### config.mk
export PLATFORM = sky130hd
export DESIGN_NAME = load_use_ctrl
export DESIGN_NICKNAME = d
export VERILOG_FILES = /design/src/rtl/load_use_ctrl.sv
export SDC_FILE = /design/constraint.sdc
export NUM_CORES = 1
export LEC_CHECK = 0
export ABC_CLOCK_PERIOD_IN_PS = 2700
export BUFFER_PORTS_ARGS = -buffer_cell sky130_fd_sc_hd__buf_2
export CAP_MARGIN = 10
export CORE_AREA = 8 8 145 147
export CTS_BUF_LIST = sky130_fd_sc_hd__clkbuf_8
export CTS_CLUSTER_DIAMETER = 100
export DETAILED_ROUTE_END_ITERATION = 12
export DIE_AREA = 0 0 153 155
export MAX_ROUTING_LAYER = met4
export PLACE_DENSITY_LB_ADDON = 0.05
export SLEW_MARGIN = 20
export SYNTH_ARGS = -nofsm -noshare
export SYNTH_HDL_FRONTEND = slang
export SYNTH_SLANG_ARGS = --single-unit
### constraint.sdc
create_clock -name clk -period 2.7 [get_ports clk]
set_input_delay 0.135 -clock clk [delete_from_list [all_inputs] [get_ports clk]]
set_output_delay 0.135 -clock clk [all_outputs]
set_load 0.02 [all_outputs]
### src/rtl/load_use_ctrl.sv
// ----------------------------------------------------------------------------
// load_use_ctrl
//   Load-use hazard controller for the ID-stage operand path.
//   - Detects a load in EX whose rd is read by the ID instruction. It stalls
//     IF/ID and drops one bubble into EX. The stall is held while data memory
//     is still busy, for at most MAX_WAIT+1 WAIT cycles.
//   - Keeps a 3-slot history of completed load results (s0 = newest) and
//     drives the one-hot slot select plus per-slot operand values consumed by
//     the downstream 3-way load-use mux.
//
//   wb_load_vld is a single-cycle strobe with no back-pressure: a result
//   presented with wb_load_vld=1 and wb_rd!=0 is captured at that rising edge
//   unless flush is high in the same cycle.
//
// Ports
//   clk, rst             clock; synchronous active-high reset
//   id_rs1/2, id_use1/2  ID source registers and their read enables
//   ex_mem_read, ex_rd   EX-stage load flag and destination
//   mem_busy             data memory has not returned the load yet
//   wb_load_vld          load result valid at WB
//   wb_reg_write         any register write at WB
//   wb_rd, wb_data       WB destination and data
//   flush                pipeline flush
//   fw0_in, fw1_in       normal-forwarding fallback operands
//   stall_if, bubble_ex  hold PC/IF-ID, zero ID/EX control
//   flag0..flag2         one-hot slot select (flag0 = newest)
//   use_jk               operand j value for slot select k
//   timeout_err          sticky WAIT timeout, cleared only by rst
//   state_dbg            current FSM state (0 = IDLE, 1 = WAIT)
// ----------------------------------------------------------------------------
`timescale 1ns/1ps
module load_use_ctrl #(
    parameter int XLEN     = 32,
    parameter int MAX_WAIT = 15
) (
    input  logic            clk,
    input  logic            rst,
    input  logic [4:0]      id_rs1,
    input  logic [4:0]      id_rs2,
    input  logic            id_use1,
    input  logic            id_use2,
    input  logic            ex_mem_read,
    input  logic [4:0]      ex_rd,
    input  logic            mem_busy,
    input  logic            wb_load_vld,
    input  logic            wb_reg_write,
    input  logic [4:0]      wb_rd,
    input  logic [XLEN-1:0] wb_data,
    input  logic            flush,
    input  logic [XLEN-1:0] fw0_in,
    input  logic [XLEN-1:0] fw1_in,
    output logic            stall_if,
    output logic            bubble_ex,
    output logic            flag0,
    output logic            flag1,
    output logic            flag2,
    output logic [XLEN-1:0] use_00,
    output logic [XLEN-1:0] use_01,
    output logic [XLEN-1:0] use_02,
    output logic [XLEN-1:0] use_10,
    output logic [XLEN-1:0] use_11,
    output logic [XLEN-1:0] use_12,
    output logic            timeout_err,
    output logic            state_dbg
);

    localparam int CW = (MAX_WAIT < 1) ? 1 : $clog2(MAX_WAIT + 1);
    localparam logic [CW-1:0] MAX_CNT = CW'(MAX_WAIT);

    localparam logic [0:0] S_IDLE = 1'b0;
    localparam logic [0:0] S_WAIT = 1'b1;

    logic [0:0]    state_q, state_d;
    logic [CW-1:0] wait_cnt_q, wait_cnt_d;
    logic          timeout_err_q, timeout_err_d;

    // History slots, index 0 = newest.
    logic [2:0]            vld_q, vld_d;
    logic [2:0][4:0]       rd_q, rd_d;
    logic [2:0][XLEN-1:0]  data_q, data_d;

    logic                  hazard;
    logic                  stall;
    logic [2:0]            m0, m1;
    logic [XLEN-1:0]       v0, v1;
    logic [2:0]            flag;

    assign hazard = ex_mem_read && (ex_rd != 5'd0) &&
                    ((id_use1 && (ex_rd == id_rs1)) || (id_use2 && (ex_rd == id_rs2)));

    // FSM: IDLE raises the stall combinationally on a hazard; WAIT holds it
    // as a Moore output until memory returns, a flush, or the timeout.
    always_comb begin
        state_d       = state_q;
        wait_cnt_d    = wait_cnt_q;
        timeout_err_d = timeout_err_q;
        stall         = 1'b0;
        case (state_q)
            S_IDLE: begin
                if (hazard && !flush) begin
                    stall = 1'b1;
                    if (mem_busy) state_d = S_WAIT;
                end
            end
            S_WAIT: begin
                stall = 1'b1;
                if (flush || !mem_busy) begin
                    state_d    = S_IDLE;
                    wait_cnt_d = '0;
                end else if (wait_cnt_q == MAX_CNT) begin
                    state_d       = S_IDLE;
                    wait_cnt_d    = '0;
                    timeout_err_d = 1'b1;
                end else begin
                    wait_cnt_d = wait_cnt_q + 1'b1;
                end
            end
            default: begin
                state_d    = S_IDLE;
                wait_cnt_d = '0;
            end
        endcase
    end

    // Slot history. A capture shifts in a new s0 even while stalled; without
    // a capture the slots only age when ID advances.
    always_comb begin
        vld_d  = vld_q;
        rd_d   = rd_q;
        data_d = data_q;
        if (flush) begin
            vld_d = '0;
        end else if (wb_load_vld && (wb_rd != 5'd0)) begin
            vld_d  = {vld_q[1:0], 1'b1};
            rd_d   = {rd_q[1:0], wb_rd};
            data_d = {data_q[1:0], wb_data};
        end else if (!stall) begin
            vld_d  = {vld_q[1:0], 1'b0};
            rd_d   = {rd_q[1:0], 5'd0};
            data_d = {data_q[1:0], {XLEN{1'b0}}};
        end
        // A newer non-load write makes any recorded load value stale.
        if (!flush && wb_reg_write && !wb_load_vld) begin
            for (int k = 0; k < 3; k++) begin
                if (rd_d[k] == wb_rd) vld_d[k] = 1'b0;
            end
        end
    end

    // Operand select from the registered slots.
    always_comb begin
        m0 = '0;
        m1 = '0;
        for (int k = 0; k < 3; k++) begin
            m0[k] = vld_q[k] && id_use1 && (id_rs1 != 5'd0) && (rd_q[k] == id_rs1);
            m1[k] = vld_q[k] && id_use2 && (id_rs2 != 5'd0) && (rd_q[k] == id_rs2);
        end
        // Scan oldest to newest so the newest match wins.
        v0 = fw0_in;
        v1 = fw1_in;
        for (int k = 2; k >= 0; k--) begin
            if (m0[k]) v0 = data_q[k];
            if (m1[k]) v1 = data_q[k];
        end
        flag = 3'b000;
        if (!stall) begin
            if (m0[0] || m1[0])      flag = 3'b001;
            else if (m0[1] || m1[1]) flag = 3'b010;
            else if (m0[2] || m1[2]) flag = 3'b100;
        end
    end

    always_ff @(posedge clk) begin
        if (rst) begin
            state_q       <= S_IDLE;
            wait_cnt_q    <= '0;
            timeout_err_q <= 1'b0;
            vld_q         <= '0;
            rd_q          <= '0;
            data_q        <= '0;
        end else begin
            state_q       <= state_d;
            wait_cnt_q    <= wait_cnt_d;
            timeout_err_q <= timeout_err_d;
            vld_q         <= vld_d;
            rd_q          <= rd_d;
            data_q        <= data_d;
        end
    end

    assign stall_if    = stall;
    assign bubble_ex   = stall;
    assign flag0       = flag[0];
    assign flag1       = flag[1];
    assign flag2       = flag[2];
    assign use_00      = flag[0] ? v0 : fw0_in;
    assign use_01      = flag[1] ? v0 : fw0_in;
    assign use_02      = flag[2] ? v0 : fw0_in;
    assign use_10      = flag[0] ? v1 : fw1_in;
    assign use_11      = flag[1] ? v1 : fw1_in;
    assign use_12      = flag[2] ? v1 : fw1_in;
    assign timeout_err = timeout_err_q;
    assign state_dbg   = state_q;

endmodule
Word level (Yosys, flattened, before mapping):

Index checks and enable logic that the tools add are counted.

* ROM bits: 0
* memories: 0
* register bits: 120
* output and inout port bits: 199
* input port bits: 125
* memory bits (writable): 0
* latch bits: 0
* logic and storage cells: 104

* mux-type cells: 37
* div/mod/pow operators: 0
* order comparisons: 0
* bitwise logic cells: 3
* multipliers: 0
* equal/unequal tests: 13
* reductions and logical operators: 40
* add/subtract/negate cells: 1
* shift-type cells: 0

Operators with widths (number)
* $mux 32: 12
* $mux 96: 2
* $eq 5x5->1: 11
* $mux 15: 3
* $logic_and 1x1->1: 26
* $mux 3: 8
* $reduce_bool 5->1: 4
* $mux 1: 8
* $mux 4: 2
* $logic_or 1x1->1: 5
* $add 4x1->4 const B: 1
* $eq 4x4->1 const B: 1
* $pmux 1 s2: 2
* $logic_not 1->1: 3
* $not 1->1: 3
* $reduce_and 3->1: 1
* $ne 2x1->1 const B: 1
* $reduce_and 2->1: 1

Depth between registers and ports, before layout:

Gate-level depths: netlist of run 1.

* word-level depth: 13
* depth in mapped cells: 11
* gate-level depth less buffers: 7

Worst setup path after synthesis of run 1:

No wires, ideal clock.

* kind: reg-to-output
* start point: register rd_q[2] (netlist name)
* end point: output port use_00[17]
* arrival: 2.365 ns
* setup slack: 0.200 ns
* buffers on the path: 3
* stages on the path, launching flop included: 9
* data required time: 2.565 ns
* cells stage by stage: dfxtp_1 > clkbuf_1 > xnor2_1 > nand4_1 > nor3_1 > buf_2 > clkbuf_1 > a21oi_1 > o21ai_0

* longest elaborated chain between the ends: 6
* elaborated cells between the ends (all ways): 9
* classes of those cells: eq/ne (2); mux (4); reduce/logical (3)

Ends and longest elaborated chain
* start, declared: RTL line 79 `logic [2:0][4:0] rd_q, rd_d;`
* start signal, assigned: RTL line 186 `rd_q <= rd_d;`
* $eq 5x5->1 (on tied branches): RTL line 155, 156
* $logic_and 1x1->1 (on tied branches): RTL line 155, 156
* $logic_or 1x1->1: RTL line 167 `if (m0[0] || m1[0]) flag = 3'b001;`
* $mux 3: RTL line 167
* $mux 3: RTL line 166 `if (!stall) begin`
* $mux 32 *: RTL line 196 `assign use_00 = flag[0] ? v0 : fw0_in;`
* end, declared: RTL line 57 `output logic [XLEN-1:0] use_00,`

Mark *: on every way between the ends. The rest lies on a longest branch, timed or not.

Worst setup path after layout of run 1:

* start point: register rd_q[5] (netlist name)
* end point: output port use_01[15]

* longest elaborated chain between the ends: 7
* elaborated cells between the ends (all ways): 11
* classes of those cells: eq/ne (2); mux (6); reduce/logical (3)

Ends and longest elaborated chain
* $eq 5x5->1 (on tied branches): RTL line 155, 156
* $logic_and 1x1->1 (on tied branches): RTL line 155, 156
* $logic_or 1x1->1: RTL line 168 `else if (m0[1] || m1[1]) flag = 3'b010;`
* $mux 3: RTL line 168
* $mux 3: RTL line 167
* $mux 3: RTL line 166
* $mux 32 *: RTL line 197 `assign use_01 = flag[1] ? v0 : fw0_in;`
* end, declared: RTL line 58 `output logic [XLEN-1:0] use_01,`

Marked as above.

==> impl_metrics.env, run 1 <==
export IMPL_status="complete, but fails checks"
export IMPL_violations="setup timing"
export IMPL_drc=0
export IMPL_postLayoutCoreUtil=0.899
export IMPL_dr_pass1_iters=7
export IMPL_pin_count=324
export IMPL_die_area_um2=23700
export IMPL_coreArea_um2=19000
export IMPL_final_cell_mix="nand2_1 (222), buf_4 (173), buf_2 (140), a21oi_1 (123), a21oi_2 (120)"
export IMPL_final_cells=2041
export IMPL_synth_warnings=0
export IMPL_grt_busiest_layer="met2"
export IMPL_synth_cell_types=58
export IMPL_final_common_cell="nand2_1"
export IMPL_synth_fp_nets=1485
export IMPL_rsz0062_at_grt="yes"
export IMPL_synth_area_per_cell_um2=6.80
export IMPL_ir_drop_uv=287
export IMPL_crit_required_ns=2.57
export IMPL_vias_per_cell=6.65
export IMPL_wl_per_cell_um=26.7
export IMPL_clkTransAtPathRegs_ns=0.08
export IMPL_syn_to_final_growth_pct=84.3
export IMPL_ys_ff_latch=120
export IMPL_maxSlewViolCount=0
export IMPL_finalSetupViolCount=194
export IMPL_async_flop_share=0
export IMPL_syn_inst=1359
export IMPL_relSlewSlack=0.573
export IMPL_dp_hpwl_um=24300
export IMPL_place_inst=1873
export IMPL_clock_skew_ns=0.0177
export IMPL_grt_max_degree=83
export IMPL_worstPathArrival_ns=3.12
export IMPL_cts_tree="done"
export IMPL_cap_violations=0
export IMPL_critical_path_endpoint_type="output port"
export IMPL_drt_iter0_markers=1597
export IMPL_synth_seq_area_share=0.260
export IMPL_vias=13600
export IMPL_min_path_type="in2reg"
export IMPL_power_density_nw_per_um2=304
export IMPL_timing_fmax_mhz=307
export IMPL_routed_wirelength_um=54500
export IMPL_cts_buffers=17
export IMPL_path_class="reg2out"
export IMPL_path_max_fanout=7
export IMPL_die_width_um=153
export IMPL_finalWorstSetupSlack_ns=-0.557
export IMPL_htree_levels=4
export IMPL_grt_pass1_vias=11900
export IMPL_worst_slew_pin_slew_ns=0.640
export IMPL_initial_utilization=0.488
export IMPL_grt_pass1_wl_um=63700
export IMPL_place_gp_congestion=0.895
export IMPL_regArea_um2=2420
export IMPL_met1_usage=0.383
export IMPL_fillers=751
export IMPL_p_leak_nw=6.72
export IMPL_clockBufferDepth=2
export IMPL_drive_gt1_frac=0.543
export IMPL_synth_cell_area_um2=9250
export IMPL_hold_slack_ns=0.0383
export IMPL_clockRootBuffer="clkbuf_8"
export IMPL_grt_util_met2=0.576
export IMPL_synthFlopType="dfxtp_1"
export IMPL_ant_nets=0
export IMPL_use_met3=0.0718
export IMPL_portBuffers=323
export IMPL_die_h_um=155
export IMPL_cts_sinks=120
export IMPL_start_kind="flip-flop"
export IMPL_min_period_ns=3.26
export IMPL_gr_total_overflow=0
export IMPL_grt_use_total=0.340
export IMPL_synth_edff_count=0
export IMPL_grt_antenna_before_repair=4
export IMPL_period_share=1.21
export IMPL_fin_setup_tns_ns=-64.30
export IMPL_nets=1912
export IMPL_finalHoldViolations=0
export IMPL_multi_input_area_um2=8450
export IMPL_rows=51
export IMPL_insertion_delay_ns=0.47
## what timing repair did
action                                  CTS  global route
endpoints found under the hold margin    34             0
buffers inserted                         49            31
resized for setup                       518           464
cloned                                   27            10
hold buffers                             34             0
pin swaps                                36            66
endpoints found under the setup margin  195           195
## registers in the layout (all words and copies together) (netlist names)
signal,flops
vld_q,3
timeout_err,1
wait_cnt_q,4
rd_q,15
data_q,96
state_dbg,1
## worst max-delay path, stage by stage (launching register included)
cell	delay, ns
dfxtp_4	0.38
xor2_2	0.15
nor4_2	0.32
nand4b_1	0.24
buf_6	0.20
a2111oi_4	0.39
buf_6	0.19
buf_12	0.14
buf_16	0.16
buf_8	0.13
nor2_4	0.03
a21oi_2	0.15
buf_4	0.17
## path summary, 6_finish.rpt
| check | start | to | slack (ns) | depth (start not counted) |
|---|---|---|---|---|
| worst max-delay path | rd_q[5] | use_01[15] | -0.56 | 12 |
| worst min-delay path | wb_rd[2] | rd_q[2] | 0.04 | 3 |
| worst max register to register | state_dbg | data_q[57] | 0.80 | 5 |
| worst min register to register | timeout_err | timeout_err | 0.48 | 2 |
## power breakdown
group	internal [W]	switching [W]
sequential	0.00181	0.0000676
clock	0.000751	0.000878
combinational	0.000705	0.000969
## logic make-up (layout without fill, tap and decap cells)
group / after synthesis / count (layout) / share of synthesized area
simple gates: 505 / 505 / 0.218
compound gates: 468 / 468 / 0.311
buf+inv: 146 / 586 / 0.0865
flops: 120 / 120 / 0.260
mux: 72 / 72 / 0.0786
xor+xnor: 47 / 47 / 0.0445
fa+ha+maj: 1 / 1 / 0.00135
other cells: 0 / 4 / 0
## synth_stat cells, drive strengths merged (2+ instances only)
master  count  area (um2)
mux2i      70         701
nand4       7        43.8
buf        84         567
nor3        4        35.0
o21bai      2        15.0
and3        2        12.5
mux2        2        26.3
clkbuf     54         203
inv         8        30.0
xnor2      36         315
a211oi     65         493
a21oi     274        1540
a221oi      2        23.8
nand2     222         833
or4         4        33.8
dfxtp     120        2400
nand3       7        35.0
o21ai      71         378
nand4b      2        17.5
a222oi      3        30.0
xor2       11        96.3
nor2b       3        21.3
a311oi      3        26.3
a22oi      37         278
nor4        3        25.0
nor2      246         923
a21boi      2        15.0
## final cells by class
class | instances | share of cell area
antenna | 4 | 0.000587
multi-input combinational | 1093 | 0.496
timing repair buffer | 546 | 0.320
tap | 238 | 0.0175
sequential | 120 | 0.142
clock inverter | 14 | 0.00749
clock buffer | 18 | 0.0145
inverter | 8 | 0.00176
## stage by stage
stage	power, W	worst slack [ns]	area, um2
after floorplan	0.00259	0.200	9250
after global placement	0.00301	-0.179	11400
after detailed placement	0.00302	-0.245	11400
after CTS	0.00479	-0.290	14900
after global routing	0.00531	-0.631	17000
final	0.00518	-0.557	17000
## routing by layer
| metal | part of all wire | vias to the layer above |
|---|---|---|
| met5 | 0 | - |
| met4 | 0.079 | 0 |
| met3 | 0.11 | 417 |
| met2 | 0.47 | 1202 |
| met1 | 0.34 | 6367 |
| li1 | - | 5579 |
(Power assumes the default switching activity.)
==> inputs of run 2 (changes only) <==
CELL_PAD_IN_SITES_DETAIL_PLACEMENT = 0   (was unset)
CELL_PAD_IN_SITES_GLOBAL_PLACEMENT = 1   (was unset)
CORE_AREA = 8 8 170 172   (was 8 8 145 147)
DIE_AREA = 0 0 178 180   (was 0 0 153 155)
==> impl_metrics.env, run 2 (same netlist as run 1, synthesis figures left out) <==
export IMPL_status="complete, but fails checks"
export IMPL_violations="setup timing"
export IMPL_clockBufferDepth=2
export IMPL_vias_per_cell=5.40
export IMPL_coreArea_um2=26400
export IMPL_drive_gt1_frac=0.516
export IMPL_min_path_type="in2reg"
export IMPL_syn_to_final_growth_pct=72.7
export IMPL_critical_path_endpoint_type="output port"
export IMPL_place_area_um2=11600
export IMPL_grt_pass1_vias=10700
export IMPL_rsz0062_at_grt="yes"
export IMPL_grt_antenna_before_repair=3
export IMPL_initial_utilization=0.351
export IMPL_die_width_um=178
export IMPL_worst_slew_pin_slew_ns=0.751
export IMPL_final_cell_mix="nand2_1 (222), buf_4 (181), buf_2 (167), a21oi_2 (150), nor2_1 (142)"
export IMPL_design_area_um2=16000
export IMPL_largest_reg_flops=96
export IMPL_cts_buffers=17
export IMPL_ant_nets=0
export IMPL_wl_per_cell_um=20.2
export IMPL_finalSetupViolCount=173
export IMPL_clkTransAtPathRegs_ns=0.09
export IMPL_final_common_cell="nand2_1"
export IMPL_start_kind="flip-flop"
export IMPL_cp_slowest_cell="dfxtp_2"
export IMPL_crit_chain="buf_4 > xor2_1 > nor4_2 > nand4b_1 > buf_6 > a2111oi_4 > buf_6 > buf_12 > buf_12 > clkbuf_16 > a21oi_1 > buf_2"
export IMPL_top_regs="data_q: 96 flops, rd_q: 15 flops, wait_cnt_q: 4 flops"
export IMPL_fillers=2421
export IMPL_die_area_um2=32000
export IMPL_gr_total_overflow=0
export IMPL_clockRootBuffer="clkbuf_8"
export IMPL_routed_wirelength_um=42900
export IMPL_portBuffers=323
export IMPL_cts_sinks=120
export IMPL_die_h_um=180
export IMPL_relSlewSlack=0.499
export IMPL_drt_iter0_markers=604
export IMPL_power_density_nw_per_um2=315
export IMPL_dr_pass1_iters=4
export IMPL_p_leak_nw=6.38
export IMPL_htree_levels=4
export IMPL_min_period_ns=2.97
export IMPL_clock_skew_ns=0.0123
export IMPL_grt_use_total=0.236
export IMPL_drc=0
export IMPL_pin_count=324
export IMPL_period_share=1.10
export IMPL_cap_violations=0
export IMPL_maxSlewViolCount=0
export IMPL_slowest_delay_ns=0.35
export IMPL_path_class="reg2out"
export IMPL_cts_tree="done"
export IMPL_insertion_delay_ns=0.45
export IMPL_timing_fmax_mhz=336
export IMPL_path_max_fanout=7
export IMPL_crit_required_ns=2.57
export IMPL_worstPathArrival_ns=2.84
export IMPL_rows=60
export IMPL_ir_drop_uv=251
export IMPL_grt_pass1_wl_um=59700
export IMPL_pre_cts_ws_ns=0.00673
export IMPL_place_gp_congestion=0.847
export IMPL_vias=11500
export IMPL_grt_max_degree=68
export IMPL_dp_hpwl_um=26400
export IMPL_top_register="data_q"
export IMPL_finalWorstSetupSlack_ns=-0.274
export IMPL_finalHoldViolations=0
export IMPL_nets=1892
==> run 2: cell count changes in the layout (fill, tap and decap cells not counted), moves of 27 or more <==
| cell | delta |
|---|---|
| a21oi_2 | +30 |
| buf_6 | -44 |
| nor2_1 | +27 |
| nor2_2 | +27 |
| nor2_4 | -54 |
| buf_2 | +27 |
==> run 2: path summary, 6_finish.rpt <==
path	startpoint	to	slack, ns	depth (start not counted)
worst max-delay path	rd_q[5]	use_11[17]	-0.27	12
worst min register to register	data_q[95]	data_q[95]	0.48	2
worst min-delay path	wb_rd[1]	rd_q[1]	0.03	3
worst max register to register	state_dbg	vld_q[2]	0.89	4
==> run 2: what timing repair did <==
action                                 CTS  global route
setup buffers                           24            27
setup endpoints to repair              195           194
gates resized for setup                302           409
gates cloned                            11            28
endpoints found under the hold margin   33             0
pin swaps                               20            41
hold buffers                            33             0
==> run 2: cell type report <==
class                           count  area (um2)  area share
Inverter                            8        30.0     0.00188
Clock buffer                       18         248      0.0155
Clock inverter                     13         156     0.00980
Tap cell                          341         427      0.0267
Antenna cell                        3        7.51    0.000470
Multi-Input combinational cell   1093        7720       0.484
Sequential cell                   120        2440       0.153
Timing Repair Buffer              526        4940       0.309
==> run 2: through the flow <==
step                utilization  power (W)  TNS (ns)  std cells  hold slack [ns]
finish                    0.606    0.00503    -31.72       2122           0.0313
global route              0.606    0.00524    -60.49       2122           0.0410
CTS                       0.521    0.00488    -32.99       2070           0.0105
detailed placement        0.439    0.00304         0       1971            0.378
global placement          0.439    0.00303         0       1971            0.369
floorplan                     -    0.00259         0       1359            0.283
==> run 2: worst max-delay path: cells and delay by family (launching register included) <==
family          cells  cell delay, ns
simple gates        2            0.33
buf+inv             7            1.15
xor+xnor            1            0.15
flops               1            0.35
compound gates      2            0.41
==> run 2: power breakdown <==
| group | switching (W) | leakage [nW] | internal (W) |
|---|---|---|---|
| sequential | 0.0000542 | 0.980 | 0.00180 |
| combinational | 0.000830 | 5.21 | 0.000639 |
| clock | 0.000786 | 0.186 | 0.000923 |
==> run 2: layer usage <==
layer	share of wire	track usage
met2	0.50	0.389
met5	0	-
met1	0.44	0.295
met4	0.012	0.0564
met3	0.051	0.0390
